File: src/rtl/mod_uart_rx_fifo.sv
// Receive FIFO behind mod_uart_rx: circular byte store with a first-word-fall-through read port.
// Optional sticky lost-byte flag enabled by defining UART_RX_FIFO_OVERRUN_EN.
module mod_uart_rx_fifo #(
    parameter int DATA_WIDTH = 8,
    parameter int ADDR_WIDTH = 4
) (
    input  logic                  clk,
    input  logic                  reset,
    input  logic [DATA_WIDTH-1:0] rx_data,
    input  logic                  rx_done,
    input  logic                  rd_en,
    output logic [DATA_WIDTH-1:0] rd_data,
    output logic                  empty,
    output logic                  full,
    output logic [ADDR_WIDTH:0]   count
`ifdef UART_RX_FIFO_OVERRUN_EN
    ,
    output logic                  overrun,
    input  logic                  overrun_clr
`endif
);

    localparam int                    DEPTH     = 1 << ADDR_WIDTH;
    localparam logic [ADDR_WIDTH:0]   COUNT_MAX = (ADDR_WIDTH+1)'(DEPTH);
    localparam logic [ADDR_WIDTH:0]   COUNT_ONE = (ADDR_WIDTH+1)'(1);
    localparam logic [ADDR_WIDTH:0]   COUNT_NIL = (ADDR_WIDTH+1)'(0);
    localparam logic [ADDR_WIDTH-1:0] PTR_ONE   = ADDR_WIDTH'(1);
    localparam logic [ADDR_WIDTH-1:0] PTR_NIL   = ADDR_WIDTH'(0);

    logic [DATA_WIDTH-1:0] mem_r [DEPTH];
    logic [ADDR_WIDTH-1:0] wr_ptr_r;
    logic [ADDR_WIDTH-1:0] rd_ptr_r;
    logic [ADDR_WIDTH:0]   count_r;
    logic [ADDR_WIDTH:0]   count_nxt_s;
    logic                  rd_acc_s;
    logic                  wr_acc_s;
    logic                  empty_s;
    logic                  full_s;

    assign empty_s = (count_r == COUNT_NIL);
    assign full_s  = (count_r == COUNT_MAX);
    assign empty   = empty_s;
    assign full    = full_s;
    assign count   = count_r;
    assign rd_data = mem_r[rd_ptr_r];

    // Accept decisions and next occupancy; a write into a full FIFO is allowed only alongside a pop.
    always_comb begin
        rd_acc_s    = rd_en & ~empty_s;
        wr_acc_s    = rx_done & (~full_s | rd_acc_s);
        count_nxt_s = count_r;
        case ({wr_acc_s, rd_acc_s})
            2'b10:   count_nxt_s = count_r + COUNT_ONE;
            2'b01:   count_nxt_s = count_r - COUNT_ONE;
            default: count_nxt_s = count_r;
        endcase
    end

    // Pointer and occupancy registers.
    always_ff @(posedge clk or posedge reset) begin
        if (reset) begin
            wr_ptr_r <= PTR_NIL;
            rd_ptr_r <= PTR_NIL;
            count_r  <= COUNT_NIL;
        end else begin
            if (wr_acc_s) begin
                wr_ptr_r <= wr_ptr_r + PTR_ONE;
            end
            if (rd_acc_s) begin
                rd_ptr_r <= rd_ptr_r + PTR_ONE;
            end
            count_r <= count_nxt_s;
        end
    end

    // Data storage is deliberately not reset; writes are blocked while reset is held.
    always_ff @(posedge clk) begin
        if (wr_acc_s && !reset) begin
            mem_r[wr_ptr_r] <= rx_data;
        end
    end

`ifdef UART_RX_FIFO_OVERRUN_EN
    logic overrun_r;
    assign overrun = overrun_r;

    // Sticky lost-byte flag; a new loss outranks a same-cycle clear.
    always_ff @(posedge clk or posedge reset) begin
        if (reset) begin
            overrun_r <= 1'b0;
        end else if (rx_done && full_s && !rd_acc_s) begin
            overrun_r <= 1'b1;
        end else if (overrun_clr) begin
            overrun_r <= 1'b0;
        end
    end
`endif

endmodule

File: config.mk
export PLATFORM = sky130hd
export DESIGN_NAME = mod_uart_rx_fifo
export DESIGN_NICKNAME = d
export VERILOG_FILES = /design/src/rtl/mod_uart_rx_fifo.sv
export SDC_FILE = /design/constraint.sdc
export NUM_CORES = 1
export LEC_CHECK = 0
export ABC_CLOCK_PERIOD_IN_PS = 8970
export BUFFER_PORTS_ARGS = -buffer_cell sky130_fd_sc_hd__buf_2
export CORE_ASPECT_RATIO = 0.75
export CORE_MARGIN = 1.5
export CORE_UTILIZATION = 30
export DETAILED_ROUTE_END_ITERATION = 8
export GPL_ROUTABILITY_DRIVEN = 0
export PLACE_DENSITY_LB_ADDON = 0.3
export SYNTH_ARGS = -nofsm -noshare
export SYNTH_HDL_FRONTEND = slang
export SYNTH_SLANG_ARGS = --single-unit
export TNS_END_PERCENT = 100
File: constraint.sdc
create_clock -name clk -period 8.97 [get_ports clk]
set_input_delay 0.897 -clock clk [delete_from_list [all_inputs] [get_ports clk]]
set_output_delay 0.897 -clock clk [all_outputs]
set_load 0.01 [all_outputs]
==> results of run 1 <==
-- worst min-delay path by stage --
stage	from	endpoint	slack [ns]	cells after the start
2_1_floorplan	rd_ptr_r[3]	rd_ptr_r[3]	0.49	1
4_1_cts	rd_ptr_r[3]	rd_ptr_r[3]	0.55	1
3_5_place_dp	rd_ptr_r[3]	rd_ptr_r[3]	0.54	1
5_1_grt	wr_ptr_r[0]	wr_ptr_r[0]	0.58	1
6_report	wr_ptr_r[0]	wr_ptr_r[0]	0.54	1
3_3_place_gp	rd_ptr_r[3]	rd_ptr_r[3]	0.52	1
-- stage by stage --
step | hold slack [ns] | power [W] | utilization | instances | setup slack (ns)
finish | 0.544 | 0.00207 | 0.358 | 600 | 5.42
global route | 0.583 | 0.00219 | 0.358 | 600 | 5.19
CTS | 0.547 | 0.00210 | 0.358 | 600 | 5.34
detailed placement | 0.538 | 0.00146 | 0.330 | 571 | 5.59
global placement | 0.520 | 0.00145 | 0.330 | 571 | 5.68
floorplan | 0.490 | 0.00126 | - | 310 | 5.83
-- sequential cells by signal, indices dropped and copies added, names as in the netlist --
| register | count |
|---|---|
| mem_r | 128 |
| rd_ptr_r | 4 |
| wr_ptr_r | 4 |
| count | 5 |
-- kinds of logic after synthesis --
logic type      count (synthesis)  synth area share
fa+ha+maj                       9            0.0208
mux                            36             0.133
xor+xnor                        9            0.0137
simple gates                   66            0.0562
flops                         141             0.723
buf+inv                        19            0.0148
compound gates                 30            0.0380
-- layout make-up --
type	count	share of cell area
inverter	5	0.00281
timing repair buffer	28	0.0217
tap	247	0.0462
multi-input combinational	150	0.226
clock inverter	10	0.0152
clock buffer	19	0.0647
sequential	141	0.624
-- cell usage after synthesis, drive strengths merged, types with 2 or more instances --
cell type / n / area (sq um)
nor2b: 4 / 25.0
a21oi: 3 / 15.0
nor3: 3 / 15.0
and3: 2 / 13.8
edfxtp: 128 / 3840
buf: 8 / 43.8
dfrtp: 13 / 325
a22oi: 16 / 120
inv: 5 / 18.8
mux2: 3 / 37.5
o21ai: 3 / 15.0
nand3: 9 / 50.1
ha: 8 / 100
nor2: 25 / 93.8
xor2: 3 / 26.3
mux4: 32 / 721
or3: 2 / 12.5
xnor2: 6 / 52.6
nand2b: 2 / 12.5
nand2: 14 / 60.1
clkbuf: 6 / 22.5
-- routing by layer --
| metal | routed length [microns] | vias to the layer above | share of wire | track usage |
|---|---|---|---|---|
| met2 | 5420 | 74 | 0.47 | 0.192 |
| met3 | 777 | 4 | 0.068 | 0.0305 |
| met1 | 5170 | 1450 | 0.45 | 0.175 |
| met4 | 71 | 0 | 0.0062 | 0.0550 |
| li1 | - | 1312 | - | - |
| met5 | 0 | - | 0 | 0 |
-- power groups by stage --
stage                     sequential (W)  clock [W]  combinational (W)
after floorplan                 0.000837          0           0.000426
after global placement          0.000869          0           0.000582
after detailed placement        0.000869          0           0.000588
after CTS                       0.000856   0.000658           0.000588
after global routing            0.000867   0.000684           0.000636
final                           0.000854   0.000644           0.000575
==> results.toml, run 1 <==
[synthesis]
netlist_instances = 310
yosys.cell_types.count = 42
async_flop_share = 0.0922
synth-seq-cells = 141
synth_edf_count = 128
ys_seq_area_frac = 0.723
syn_area_sq_um = 5760
synth.net_count = 331
yosysWarnings = 0
ys.flop_type = "edfxtp_1"
synth_area_per_cell_sq_um = 18.6

[clock_tree]
numCtsBuffers = 17
ctsLongestPathBuffers = 2
cts_tree = "yes"
root_buffer = "clkbuf_16"
post-cts-setup-buffers = 0
htree_num_levels = 4
clkSinkCount = 141
post_cts_resized = 0
hold_buffers = 0
cts.clk_slew.worst_paths_ns = 0.05
clk_latency_ns = 0.41

[route]
wire_per_inst_microns = 19.1
vias = 2840
post_drt_via_cell_ratio = 4.73
drt_iter0_markers = 278
firstDrtPassIters = 4
ant_nets = 0
wl_microns = 11400
drcViolationCount = 0

[die]
io_pins = 27
core_sq_um = 18700
start_util = 0.309
die_h_microns = 123
rows = 43
dieArea_sq_um = 20100
die_w_microns = 163

[finish]
fin_area_sq_um = 6690
syn_to_final_growth_pct = 16.0
final_common_cell = "edfxtp_1"
seq_area_sq_um = 4170
multi_input_area_sq_um = 1510
nFillCells = 1728
drive_gt1_frac = 0.263
final_cell_mix = "edfxtp_1, mux4_2, buf_2, nor2_1, clkbuf_16"
diodes = 0
final_nets = 364

[worst_setup_path]
path_max_fanout = 27
crit_path_cell_trace = "buf_4, mux4_2, a22oi_1, nand2_1, buf_2"
crit_path_top_delay_cell = "mux4_2"
reg2reg_setup_slack_ns = 5.75
required_ns = 8.07
cp-start-kind = "flip-flop"
r2r-start = "count[0]"
cp-end-kind = "output pin"
cp_num_buf_inv = 2
r2r_end = "count[4]"
cp_top_family = "buffers and inverters"
worst-path-stages = 5
ff2ff_path_depth = 7
crit_end = "rd_data[1]"
worstPathArrival_ns = 2.65
crit_type = "reg -> out"
startpoint = "rd_ptr_r[0]"
cpPeakStageDelay_ns = 0.57

[flow_run]
max_cap_violations = 0

[timing]
tightest_slew_ns = 0.946
fin_skew_ns = 0.00709
hold_violations = 0
timing.fmax_mhz = 282
setup_tns_ns = 0
rsz0062_at_grt = "false"
slew-limit-headroom = 0.367
period_needed_ns = 3.55
maxSlewViolCount = 0
fin_crit_sh = 0.395
setup_viol = 0

[placement]
port_buffers = 26
dp_hpwl_microns = 7220
place_area_sq_um = 6150

[pwr]
pwr-share-seq = 0.412
p_int_w = 0.00145
p_comb_frac = 0.277
switching_share = 0.301
power.switching_w = 0.000624
leakagePower_nw = 2.24
vdd_drop_max_mv = 0.154
pwr-share-clk = 0.311
power_density_nw_per_um2 = 310

[global_route]
overflow = 0
antenna_found_initial = 0
grt_pass1_wl_microns = 17800
grt_usage = 0.127
grt_max_degree = 28
grt_pass1_vias = 2941

[status]
status = "complete, no violations"

[hold_path]
hold_class = "reg -> reg"
No activity file was read; power rests on OpenSTA's default activity.
==> run 2: changes to the inputs <==
--- a/config.mk
+++ b/config.mk
@@ -5,7 +5,8 @@
 export SDC_FILE = /design/constraint.sdc
 export NUM_CORES = 1
 export LEC_CHECK = 0
-export ABC_CLOCK_PERIOD_IN_PS = 8970
+export ABC_AREA = 1
+export ABC_CLOCK_PERIOD_IN_PS = 3530
 export BUFFER_PORTS_ARGS = -buffer_cell sky130_fd_sc_hd__buf_2
 export CORE_ASPECT_RATIO = 0.75
 export CORE_MARGIN = 1.5
==> constraint.sdc (replaced) <==
create_clock -name clk -period 3.53 [get_ports clk]
set_input_delay 0.353 -clock clk [delete_from_list [all_inputs] [get_ports clk]]
set_output_delay 0.353 -clock clk [all_outputs]
set_load 0.01 [all_outputs]
==> run 2 against run 1 <==
  * Register-to-register slack worse by 4.5 ns
  * Die area up 2.4%
  * Combinational power rose to 3.1 times the previous value
  * Flip-flop and latch count unchanged
  * Area after synthesis up 2.4%
  * Worst setup slack worse by 4.5 ns
  * Count of clock-buffer cells in the layout unchanged
  * Worst hold slack worse by 0.26 ns
  * Critical path type unchanged
  * Largest power group unchanged
  * Highest routed layer unchanged
==> results.toml, run 2 <==
[status]
status = "complete, no violations"

[clock_tree]
ctsLongestPathBuffers = 2
root_buffer = "clkbuf_16"
clkSinkCount = 141
post-cts-setup-buffers = 0
cts_tree = "yes"
htree_num_levels = 4
post_cts_resized = 0
cts.clk_slew.worst_paths_ns = 0.06
clk_latency_ns = 0.42
numCtsBuffers = 17
hold_buffers = 1

[worst_setup_path]
cp_top_family = "buffers and inverters"
crit_path_top_delay_cell = "buf_4"
cpPeakStageDelay_ns = 0.56
r2r_end = "mem_r[13][2]"
r2r-start = "count[0]"
reg2reg_setup_slack_ns = 1.27
worstPathArrival_ns = 2.30
required_ns = 3.18
cpMostUsedCell = "nor2_1"
worst-path-stages = 8
ff2ff_path_depth = 6
cp-start-kind = "flip-flop"
cp-end-kind = "output pin"
crit_type = "reg -> out"
crit_path_cell_trace = "buf_4, nor2_1, nor2_1, o21ai_0, o211ai_1, nand3_1, nand2_1, buf_2"
cp_num_buf_inv = 2
path_max_fanout = 74

[timing]
period_needed_ns = 2.65
setup_viol = 0
hold_violations = 0
fin_skew_ns = 0.00806
slew-limit-headroom = 0.325
maxSlewViolCount = 0
rsz0062_at_grt = "false"
setup_tns_ns = 0
timing.fmax_mhz = 377
tightest_slew_ns = 1.01
fin_crit_sh = 0.751

[route]
drt_iter0_markers = 365
met1Wirelength_microns = 6970
wl_met3_microns = 912
firstDrtPassIters = 5
wl_microns = 14000
wl_met2_microns = 6020
ant_nets = 0
topRoutingLayerUsed = "met4"
post_drt_via_cell_ratio = 4.89
wire_per_inst_microns = 18.1
vias = 3777
drcViolationCount = 0

[placement]
dp_hpwl_microns = 8850
port_buffers = 26
place_inst = 739

[global_route]
antenna_found_initial = 0
grt_usage = 0.142
grt_max_degree = 75
overflow = 0
grt_pass1_wl_microns = 21300
grt_pass1_vias = 3684

[synthesis]
synth-seq-cells = 141
yosys.area_share.adder = 0.0203
synth.most_common_cell = "edfxtp_1"
syn_area_sq_um = 5900
async_flop_share = 0.0922
yosys.cell_types.count = 25
yosys-top-cells-count = "edfxtp_1, nor2_1, o21ai_0"
synth_area_per_cell_sq_um = 12.3
synth_top_area_frac = 0.651
synth_top_family_by_area = "simple AND/OR/NAND/NOR gates"
synth_xor_area_frac = 0.0134
ys_seq_area_frac = 0.706
yosysWarnings = 0
synth.mux.area_fraction = 0
synth_area_leaders = "edfxtp_1, nor2_1, dfrtp_1"
synth_edf_count = 128
yosys.area.top_type = "edfxtp_1"
yosys.area_share.simple = 0.110
synth.net_count = 499
ys.flop_type = "edfxtp_1"
netlist_instances = 478
synth_compound_area_frac = 0.109

[finish]
drive_gt1_frac = 0.133
final_nets = 527
stdcell_count = 772
final_cell_mix = "edfxtp_1, nor2_1, o21ai_0, o211ai_1, nand3_1"
final_common_cell = "edfxtp_1"
diodes = 0
regMostFlops = "mem_r"
largest_reg_flops = 128
syn_to_final_growth_pct = 15.8

[hold_path]
min_to = "wr_ptr_r[0]"
hold_class = "in -> reg"
hold_depth = 3
min-delay-start = "rx_done"

[die]
core_sq_um = 19300
io_pins = 27
dieArea_sq_um = 20500
start_util = 0.305
rows = 44
die_h_microns = 124
die_w_microns = 165

[pwr]
leakagePower_nw = 2.39
vdd_drop_max_mv = 0.366
power_density_nw_per_um2 = 825

[flow_run]
max_cap_violations = 0
[run 2: power breakdown]
| part | switching, W | internal [W] | total (W) |
|---|---|---|---|
| registers | 0.000112 | 0.00197 | 0.00209 |
| clock network | 0.000664 | 0.00110 | 0.00176 |
| logic | 0.00123 | 0.000567 | 0.00179 |
| total | 0.00200 | 0.00364 | 0.00564 |
[run 2: final cells by class]
cell class              instances  area [sq um]
flip-flops and latches        141          4170
clock buffers                  19           433
multi-input cells             288          1490
inverters                      25          93.8
fillers                      1873         12500
clock inverters                13           149
repair buffers                 33           185
well taps                     253           317
[run 2: worst reg2reg max path, stage by stage (launching register included)]
cell,delay [ns]
dfrtp_1,0.46
nor2_1,0.11
nand3_1,0.16
o21ai_2,0.10
inv_2,0.14
nand2_1,0.15
nor2_1,0.76
[run 2: cells by family after synthesis]
logic type,count (synthesis)
DFF,141
buffers and inverters,49
adders and majority gates,9
and+or+nand+nor,158
AOI/OAI and AO/OA,112
xor gates and xnor gates,9
[run 2: layer usage]
layer,track usage,vias to the layer above
li1,-,1772
met1,0.214,1864
met5,0,-
met3,0.0350,8
met2,0.200,133
met4,0.0408,0
[run 2: worst max path at each step]
stage	startpoint	endpoint	slack [ns]
after floorplan	count[0]	count[4]	1.56
after global placement	count[0]	mem_r[10][7]	1.30
after detailed placement	count[0]	mem_r[14][5]	1.25
after CTS	rd_ptr_r[0]	rd_data[0]	0.86
after global routing	rd_ptr_r[0]	rd_data[0]	0.69
final	rd_ptr_r[0]	rd_data[0]	0.88
[run 2: stage by stage]
| step | setup slack, ns | instance area (sq um) | utilization | power (W) | hold slack (ns) |
|---|---|---|---|---|---|
| global placement | 1.30 | 6250 | 0.323 | 0.00389 | 0.370 |
| finish | 0.878 | 6840 | 0.354 | 0.00564 | 0.279 |
| floorplan | 1.56 | 5900 | - | 0.00337 | 0.263 |
| detailed placement | 1.25 | 6250 | 0.323 | 0.00391 | 0.379 |
| global route | 0.690 | 6840 | 0.354 | 0.00598 | 0.281 |
| CTS | 0.856 | 6840 | 0.354 | 0.00568 | 0.261 |
